**src/rtl/mic1_ctrl_pkg.sv**
```systemverilog
// Shared types and build-time defaults for the MIC-1 run controller.
package mic1_ctrl_pkg;

    typedef enum logic [2:0] {
        StRstHold,
        StStopped,
        StRun,
        StStep,
        StHalted
    } run_state_t;

    localparam int unsigned CeDivDefault     = 1;
    localparam int unsigned RstCyclesDefault = 16;
    // Wide enough for a terminal count of 2^24-1.
    localparam int unsigned CeDivW           = 24;

endpackage

```
**src/rtl/cpu_ce_div.sv**
```systemverilog
// Loadable modulo-CeDiv counter; tc_o flags the last count before wrapping to zero.
module cpu_ce_div #(
    parameter int unsigned CeDiv = 1,
    parameter int unsigned Width = 24
) (
    input  logic             clk_i,
    input  logic             rst_ni,
    input  logic             clr_i,
    input  logic             en_i,
    input  logic             load_i,
    input  logic [Width-1:0] load_val_i,
    output logic             tc_o
);

    localparam logic [Width-1:0] Last = Width'(CeDiv - 1);

    logic [Width-1:0] cnt_q, cnt_d;

    assign tc_o = (cnt_q == Last);

    always_comb begin
        cnt_d = cnt_q;
        if (clr_i) begin
            cnt_d = '0;
        end else if (load_i) begin
            cnt_d = load_val_i;
        end else if (en_i) begin
            cnt_d = tc_o ? '0 : cnt_q + Width'(1);
        end
    end

    always_ff @(posedge clk_i or negedge rst_ni) begin
        if (!rst_ni) begin
            cnt_q <= '0;
        end else begin
            cnt_q <= cnt_d;
        end
    end

endmodule

```
**src/rtl/cpu_run_ctrl.sv**
```systemverilog
// Run/stop/step/reset controller pacing the MIC-1 datapath via a registered clock
// enable and synchronous reset, with status flags and an executed-cycle counter.
module cpu_run_ctrl
    import mic1_ctrl_pkg::*;
#(
    parameter int unsigned CE_DIV     = CeDivDefault,
    parameter int unsigned RST_CYCLES = RstCyclesDefault,
    parameter int unsigned CNT_W      = 32
) (
    input  logic             clk,
    input  logic             reset_,
    input  logic             cmd_run,
    input  logic             cmd_stop,
    input  logic             cmd_step,
    input  logic             cmd_reset,
    input  logic             cpu_halt,
    output logic             cpu_ce,
    output logic             cpu_rst_,
    output logic             running,
    output logic             stopped,
    output logic             halted,
    output logic             in_reset,
    output logic [CNT_W-1:0] cycle_cnt
);

    localparam logic [7:0] RstLast = 8'(RST_CYCLES - 1);

    run_state_t       state_q, state_d;
    logic [7:0]       rst_cnt_q, rst_cnt_d;
    logic [CNT_W-1:0] cnt_q, cnt_d;
    logic             ce_q, ce_d;
    logic             rst_n_q, rst_n_d;
    logic             div_tc, div_clr, div_en;

    always_comb begin
        state_d = state_q;
        unique case (state_q)
            StRstHold: begin
                if (rst_cnt_q == RstLast) state_d = StStopped;
            end
            // STEP resolves its one cycle with STOPPED semantics.
            StStopped, StStep: begin
                if (cmd_reset)     state_d = StRstHold;
                else if (cpu_halt) state_d = StHalted;
                else if (cmd_stop) state_d = StStopped;
                else if (cmd_run)  state_d = StRun;
                else if (cmd_step) state_d = StStep;
                else               state_d = StStopped;
            end
            StRun: begin
                if (cmd_reset)     state_d = StRstHold;
                else if (cpu_halt) state_d = StHalted;
                else if (cmd_stop) state_d = StStopped;
            end
            StHalted: begin
                if (cmd_reset) state_d = StRstHold;
            end
            default: state_d = StRstHold;
        endcase
    end

    always_comb begin
        rst_cnt_d = '0;
        if (state_q == StRstHold && state_d == StRstHold) begin
            rst_cnt_d = rst_cnt_q + 8'd1;
        end

        // A pending pulse may finish on stop/halt, but never leaks into a reset hold.
        ce_d    = (state_d != StRstHold) &&
                  ((state_q == StRun && div_tc) || state_q == StStep);
        rst_n_d = (state_d != StRstHold);

        cnt_d = cnt_q + CNT_W'(ce_q);
        if (state_d == StRstHold && state_q != StRstHold) begin
            cnt_d = '0;
        end
    end

    assign div_en  = (state_q == StRun);
    assign div_clr = (state_d == StRun) && (state_q != StRun);

    cpu_ce_div #(
        .CeDiv(CE_DIV),
        .Width(CeDivW)
    ) u_ce_div (
        .clk_i     (clk),
        .rst_ni    (reset_),
        .clr_i     (div_clr),
        .en_i      (div_en),
        .load_i    (1'b0),
        .load_val_i('0),
        .tc_o      (div_tc)
    );

    always_ff @(posedge clk or negedge reset_) begin
        if (!reset_) begin
            state_q   <= StRstHold;
            rst_cnt_q <= '0;
            cnt_q     <= '0;
            ce_q      <= 1'b0;
            rst_n_q   <= 1'b0;
        end else begin
            state_q   <= state_d;
            rst_cnt_q <= rst_cnt_d;
            cnt_q     <= cnt_d;
            ce_q      <= ce_d;
            rst_n_q   <= rst_n_d;
        end
    end

    assign cpu_ce    = ce_q;
    assign cpu_rst_  = rst_n_q;
    assign running   = (state_q == StRun);
    assign stopped   = (state_q == StStopped);
    assign halted    = (state_q == StHalted);
    assign in_reset  = (state_q == StRstHold);
    assign cycle_cnt = cnt_q;

endmodule

```
**config.mk**
```make
export PLATFORM = sky130hd
export DESIGN_NAME = cpu_run_ctrl
export DESIGN_NICKNAME = d
export VERILOG_FILES = /design/src/rtl/mic1_ctrl_pkg.sv /design/src/rtl/cpu_ce_div.sv /design/src/rtl/cpu_run_ctrl.sv
export SDC_FILE = /design/constraint.sdc
export NUM_CORES = 1
export LEC_CHECK = 0
export CELL_PAD_IN_SITES_DETAIL_PLACEMENT = 1
export CELL_PAD_IN_SITES_GLOBAL_PLACEMENT = 2
export CORE_MARGIN = 2
export CORE_UTILIZATION = 31
export CTS_CLUSTER_DIAMETER = 50
export DETAILED_ROUTE_END_ITERATION = 10
export PLACE_DENSITY = 0.74
export RECOVER_POWER = 50
export REMOVE_ABC_BUFFERS = 1
export SYNTH_ARGS = -nofsm -noshare
export SYNTH_HDL_FRONTEND = slang
export SYNTH_SLANG_ARGS = --single-unit
export TNS_END_PERCENT = 10
```
**constraint.sdc**
```tcl
create_clock -name clk -period 2.05 [get_ports clk]
set_input_delay 0.615 -clock clk [delete_from_list [all_inputs] [get_ports clk]]
set_output_delay 0.615 -clock clk [all_outputs]
set_load 0.01 [all_outputs]
```
# --- Word level (Yosys, flattened, before mapping) ---
# Index checks and enable logic that the tools add are counted.
word_totals:
  regBits: 69
  latchBits: 0
  ram_bits: 0
  rom_bits: 0
  input_bits: 7
  output_inout_bits: 38
  wordCells: 45
  mem_count: 0
classes:
  n_addsub: 3
  multipliers: 0
  n_div: 0
  magnitude_cmp: 0
  eq_ne: 7
  shift: 0
  muxes: 16
  n_bitwise: 0
  reduce_logical: 13
ops:
  columns: ["op", "n"]
  rows:
  - ["$mux 24", 3]
  - ["$add 32x1->32", 1]
  - ["$mux 32", 1]
  - ["$add 24x1->24 const B", 1]
  - ["$logic_not 24->1", 1]
  - ["$mux 3", 7]
  - ["$pmux 3 s4", 1]
  - ["$eq 3x2->1 const B", 3]
  - ["$add 8x1->8 const B", 1]
  - ["$eq 8x4->1 const B", 1]
  - ["$mux 8", 1]
  - ["$logic_not 3->1", 2]
  - ["$mux 2", 3]
  - ["$reduce_bool 3->1", 2]
  - ["$logic_and 1x1->1", 5]
  - ["$eq 3x1->1 const B", 1]
  - ["$eq 3x3->1 const B", 1]
  - ["$ne 3x2->1 const B", 1]
  - ["$reduce_bool 2->1", 1]
  - ["$reduce_or 2->1", 1]
  - ["$logic_or 1x1->1", 1]

# --- Longest topological paths before layout ---
logic_depth:
  word_depth: 9
  ltp_mapped: 8

# --- Modules after synthesis ---
# Synthesis repeated with hierarchy kept, for this count alone.
unflattened:
  cells_unflattened: 423
  area_unflattened_um2: 3961.3
modules_own_cells:
  columns: ["module", "n_inst", "cells_each", "area_each_um2"]
  rows:
  - ["cpu_run_ctrl", 1, 240, 2354.8]
  - ["cpu_ce_div", 1, 183, 1606.5]

# --- Worst setup path before layout ---
# OpenSTA, ideal clock, no wires.
synth_timing:
  path_kind: "reg2reg"
  from: "reg ce_q (netlist: cpu_ce)"
  to: "reg cnt_q[30] (netlist: cycle_cnt[30])"
  setup_ns: 0.132
  arrival_time_ns: 1.870
  t_required_ns: 1.918
  slack_ns: 0.048
  path_stages_with_launch: 9
  n_path_buf: 1
  synth_period_minus_slack_ns: 2.002
  path_cell_list: "dfrtp_1 > ha_1 > ha_1 > nand4_1 > or2_2 > clkbuf_1 > nor4_1 > xnor2_1 > nor2_1"
synth_via:
  elab_chain_len: 2
synth_lines:
  columns: ["element", "line_no", "text"]
  rows:
  - ["start: declaration", "cpu_run_ctrl.sv:31", "logic ce_q, ce_d;"]
  - ["start signal: assignment", "cpu_run_ctrl.sv:100", "ce_q <= 1'b0;"]
  - ["start signal: assignment", "cpu_run_ctrl.sv:106", "ce_q <= ce_d;"]
  - ["$add 32x1->32", "cpu_run_ctrl.sv:73", "cnt_d = cnt_q + CNT_W'(ce_q);"]
  - ["$mux 32", "cpu_run_ctrl.sv:74", "if (state_d == StRstHold && state_q != StRstHold) begin"]
  - ["named net cnt_d[30]", "cpu_run_ctrl.sv:30", "logic [CNT_W-1:0] cnt_q, cnt_d;"]
  - ["end signal: assignment", "cpu_run_ctrl.sv:105", "cnt_q <= cnt_d;"]
  - ["end: declaration", "cpu_run_ctrl.sv:30", null]
# The timed path passes the listed nets, and every way through them passes these cells.
# A chain may end at the register's enable or synchronous reset.

# --- Worst setup path after layout ---
layout_timing:
  from: "reg state_q[0]"
  to: "out in_reset"
layout_via:
  elab_chain_len: 1
layout_lines:
  columns: ["element", "line_no", "text"]
  rows:
  - ["start: declaration", "cpu_run_ctrl.sv:28", "run_state_t state_q, state_d;"]
  - ["start signal: assignment", "cpu_run_ctrl.sv:97", "state_q <= StRstHold;"]
  - ["start signal: assignment", "cpu_run_ctrl.sv:103", "state_q <= state_d;"]
  - ["$logic_not 3->1", "cpu_run_ctrl.sv:116", "assign in_reset = (state_q == StRstHold);"]
  - ["end: declaration", "cpu_run_ctrl.sv:22", "output logic in_reset,"]
# No other way between the ends.

==> flow_metrics.py <==
metrics = {
    "timing": {
        "grt_setup_unrepaired": "yes",
        "tightestPinTransition_ps": 1004,
        "fmax_mhz": 493.2,
        "final.setup_skew_ps": 7.345,
        "final_max_slew_viol_count": 0,
        "min_period_ps": 2028,
        "fin_ws_ps": 22.44,
        "maxSlewHeadroom_pct": 33.09,
        "finalCritPeriodShare_pct": 98.91,
        "setup_tns_ps": 0,
        "hold_viol_final": 0,
        "setup_viol": 0,
    },
    "grt": {
        "grt_pass1_wl_mm": 17.91,
        "grt_pass1_vias": 3615,
        "grt_usage_pct": 17.63,
        "grt_max_degree": 39,
        "grt-ovfl-total": 0,
        "antenna_found_initial": 0,
    },
    "cts": {
        "cts_buffers": 9,
        "clk_pin_slew_ps": 60,
        "clkLatencyLatePin_ps": 340,
        "htree_num_levels": 3,
        "cts_tree": "built",
        "clock-sinks": 69,
        "root_buffer": "clkbuf_16",
        "cts_buffer_depth": 2,
    },
    "worst_setup_path": {
        "cp.required_ps": 1430,
        "crit_arrival_ps": 1410,
        "startpoint": "state_q[0]$_DFF_PN0_",
        "worstSetupPathType": "flip-flop to primary output",
        "cp_slowest_cell": "dfrtp_1",
        "r2r-start": "cycle_cnt[7]$_DFF_PN0_",
        "cp-start-kind": "flip-flop",
        "crit_end": "in_reset",
        "endpoint_kind": "primary output",
        "regToRegEndpoint": "cycle_cnt[31]$_DFF_PN0_",
        "regToRegSetupSlack_ps": 100,
        "reg2reg_depth": 5,
        "crit_fanout": 3,
        "path_cells": "buf_4 > nor3_2 > dlygate4sd2_1",
        "cp_slowest_stage_delay_ps": 390,
    },
    "detailed_routing": {
        "drtIter0Drc": 138,
        "drt_wl_total_mm": 10.63,
        "post_drt_wl_per_cell_um": 16.51,
        "drtAntennaViolNets": 0,
        "firstDrtPassIters": 7,
        "drcViolationCount": 4,
        "via_count": 3420,
        "vias_per_cell": 5.311,
    },
    "pwr": {
        "leakage_nw": 2.229,
        "powerDensity_nw_per_um2": 1115,
        "power.total_mw": 5.664,
        "peakVddDrop_v": 0.0005716,
    },
    "status": {
        "outcome": "finished, violations left",
        "failed_checks": "DRC",
    },
    "layout": {
        "layout_common_cells": "68 x dfrtp_1, 52 x nor2_1, 51 x buf_4, 35 x clkdlybuf4s50_1, 30 x nand2_1",
        "syn_to_final_growth_pct": 37.92,
        "diodes": 0,
        "nFillCells": 1354,
        "final_common_cell": "dfrtp_1",
        "drive_gt1_share_pct": 19.36,
        "nets": 508,
    },
    "synthesis": {
        "synth-adder-area-share_pct": 1.699,
        "yosys.area_share.simple_pct": 28.68,
        "synthArstFlopShare_pct": 100.0,
        "synth_seq_area_share_pct": 46.89,
        "yosys_warnings": 0,
        "synthMuxAreaShare_pct": 0.5437,
        "synth_edf_count": 0,
        "synth_compound_area_share_pct": 11.01,
        "synth_top_family_by_area": "simple AND/OR/NAND/NOR gates",
        "avgSynthCellArea_um2": 9.092,
        "ys_ff_latch": 69,
        "synthCells": 405,
        "synthesis.area_um2": 3682,
        "synth_xor_area_share_pct": 7.611,
        "synth_cell_types": 49,
        "ys.flop_type": "dfrtp_1",
    },
    "floorplan": {
        "core_um2": 11520,
        "fp-row-count": 39,
        "die-width_um": 113.0,
        "die-area_um2": 12770,
        "io_pins": 45,
        "die_h_um": 113.0,
        "start_util_pct": 31.98,
    },
    "hold_path": {
        "hp-class": "input pin to asynchronous set/reset pin",
    },
    "flow_run": {
        "maxCapViolCount": 0,
    },
    "placed_design": {
        "port_buffers": 44,
        "gp_congestion": 0.7888,
        "dp_hpwl_mm": 7.543,
        "dp_slack_ps": -417.3,
    },
}
final cells by class:
cell class | instances | area [um2] | area share (%)
Timing Repair Buffer | 101 | 879.6 | 17.32
Clock buffer | 9 | 225.2 | 4.435
Clock inverter | 7 | 122.6 | 2.414
Sequential cell | 69 | 1728 | 34.02
Tap cell | 143 | 178.9 | 3.523
Multi-Input combinational cell | 303 | 1899 | 37.40
Inverter | 12 | 45.04 | 0.8869
synthesized netlist by cell type, drive strengths merged (5+ instances only):
library cell / n / area share, %
nor2: 52 / 5.3
a21oi: 5 / 0.68
o21ai: 29 / 3.9
nor3b: 6 / 1.2
a21o: 8 / 1.6
ha: 5 / 1.7
nand4: 17 / 3.1
dfrtp: 69 / 47
nor3: 15 / 2.0
nand2: 30 / 3.1
and3: 6 / 1.0
buf: 7 / 0.92
xor2: 11 / 2.6
inv: 12 / 1.2
xnor2: 21 / 5.0
nor4: 22 / 3.7
clkbuf: 14 / 1.4
nand3: 25 / 3.7
or3: 12 / 2.2
worst min-delay path by stage:
stage,slack (ps),endpoint,start
2_1_floorplan,320,cpu_ce$_DFF_PN0_,reset_
6_report,420,cycle_cnt[26]$_DFF_PN0_,reset_
3_3_place_gp,440,rst_cnt_q[0]$_DFF_PN0_,rst_cnt_q[0]$_DFF_PN0_
3_5_place_dp,450,rst_cnt_q[0]$_DFF_PN0_,rst_cnt_q[0]$_DFF_PN0_
5_1_grt,490,rst_cnt_q[0]$_DFF_PN0_,rst_cnt_q[0]$_DFF_PN0_
4_1_cts,240,cycle_cnt[26]$_DFF_PN0_,reset_
flip-flops by register name (all words and copies together), names as in the netlist:
signal	flops
cycle_cnt	32
u_ce_div.cnt_q	24
rst_cnt_q	8
state_q	3
cpu_ce	1
cpu_rst_	1
kinds of logic after synthesis:
kind of cell | after synthesis
compound gates | 63
xor+xnor | 32
fa+ha+maj | 5
buf+inv | 33
flops | 69
mux | 2
simple gates | 201
per-stage QoR:
step | cell area [um2] | cells | util, % | hold slack [ps]
after CTS | 5015 | 641 | 43.55 | 237.0
after global placement | 4644 | 625 | 40.33 | 442.4
after floorplan | 3596 | 384 | - | 319.4
after global routing | 5079 | 644 | 44.10 | 488.2
after detailed placement | 4644 | 625 | 40.33 | 451.8
final | 5079 | 644 | 44.10 | 422.2
report_power, final:
part | switching [mW] | internal, mW
logic | 0.786 | 0.875
clock network | 0.639 | 1.19
registers | 0.452 | 1.72
total | 1.88 | 3.79
repair_timing:
action / 4_1_cts / 5_1_grt
hold buffers: 0 / 0
buffers inserted: 0 / 2
gates resized for setup: 15 / 17
setup endpoints to repair: 18 / 30
pin swaps: 0 / 2
gates cloned: 0 / 1
worst max-delay path: cells and delay by family (launching register included):
kind                   cells  cell delay (ps)
buffers and inverters      2              450
flip-flops                 1              390
AND/OR/NAND/NOR            1              230
routing by layer:
layer / vias up / track usage [%] / share of wire, % / wire length, um
met3: 7 / 5.303 / 4.1 / 437
li1: 1640 / - / - / -
met4: 0 / 5.041 / 0.87 / 93
met2: 53 / 30.68 / 51 / 5461
met1: 1720 / 21.19 / 44 / 4639
met5: - / 0 / 0 / 0
(Power assumes the default switching activity.)
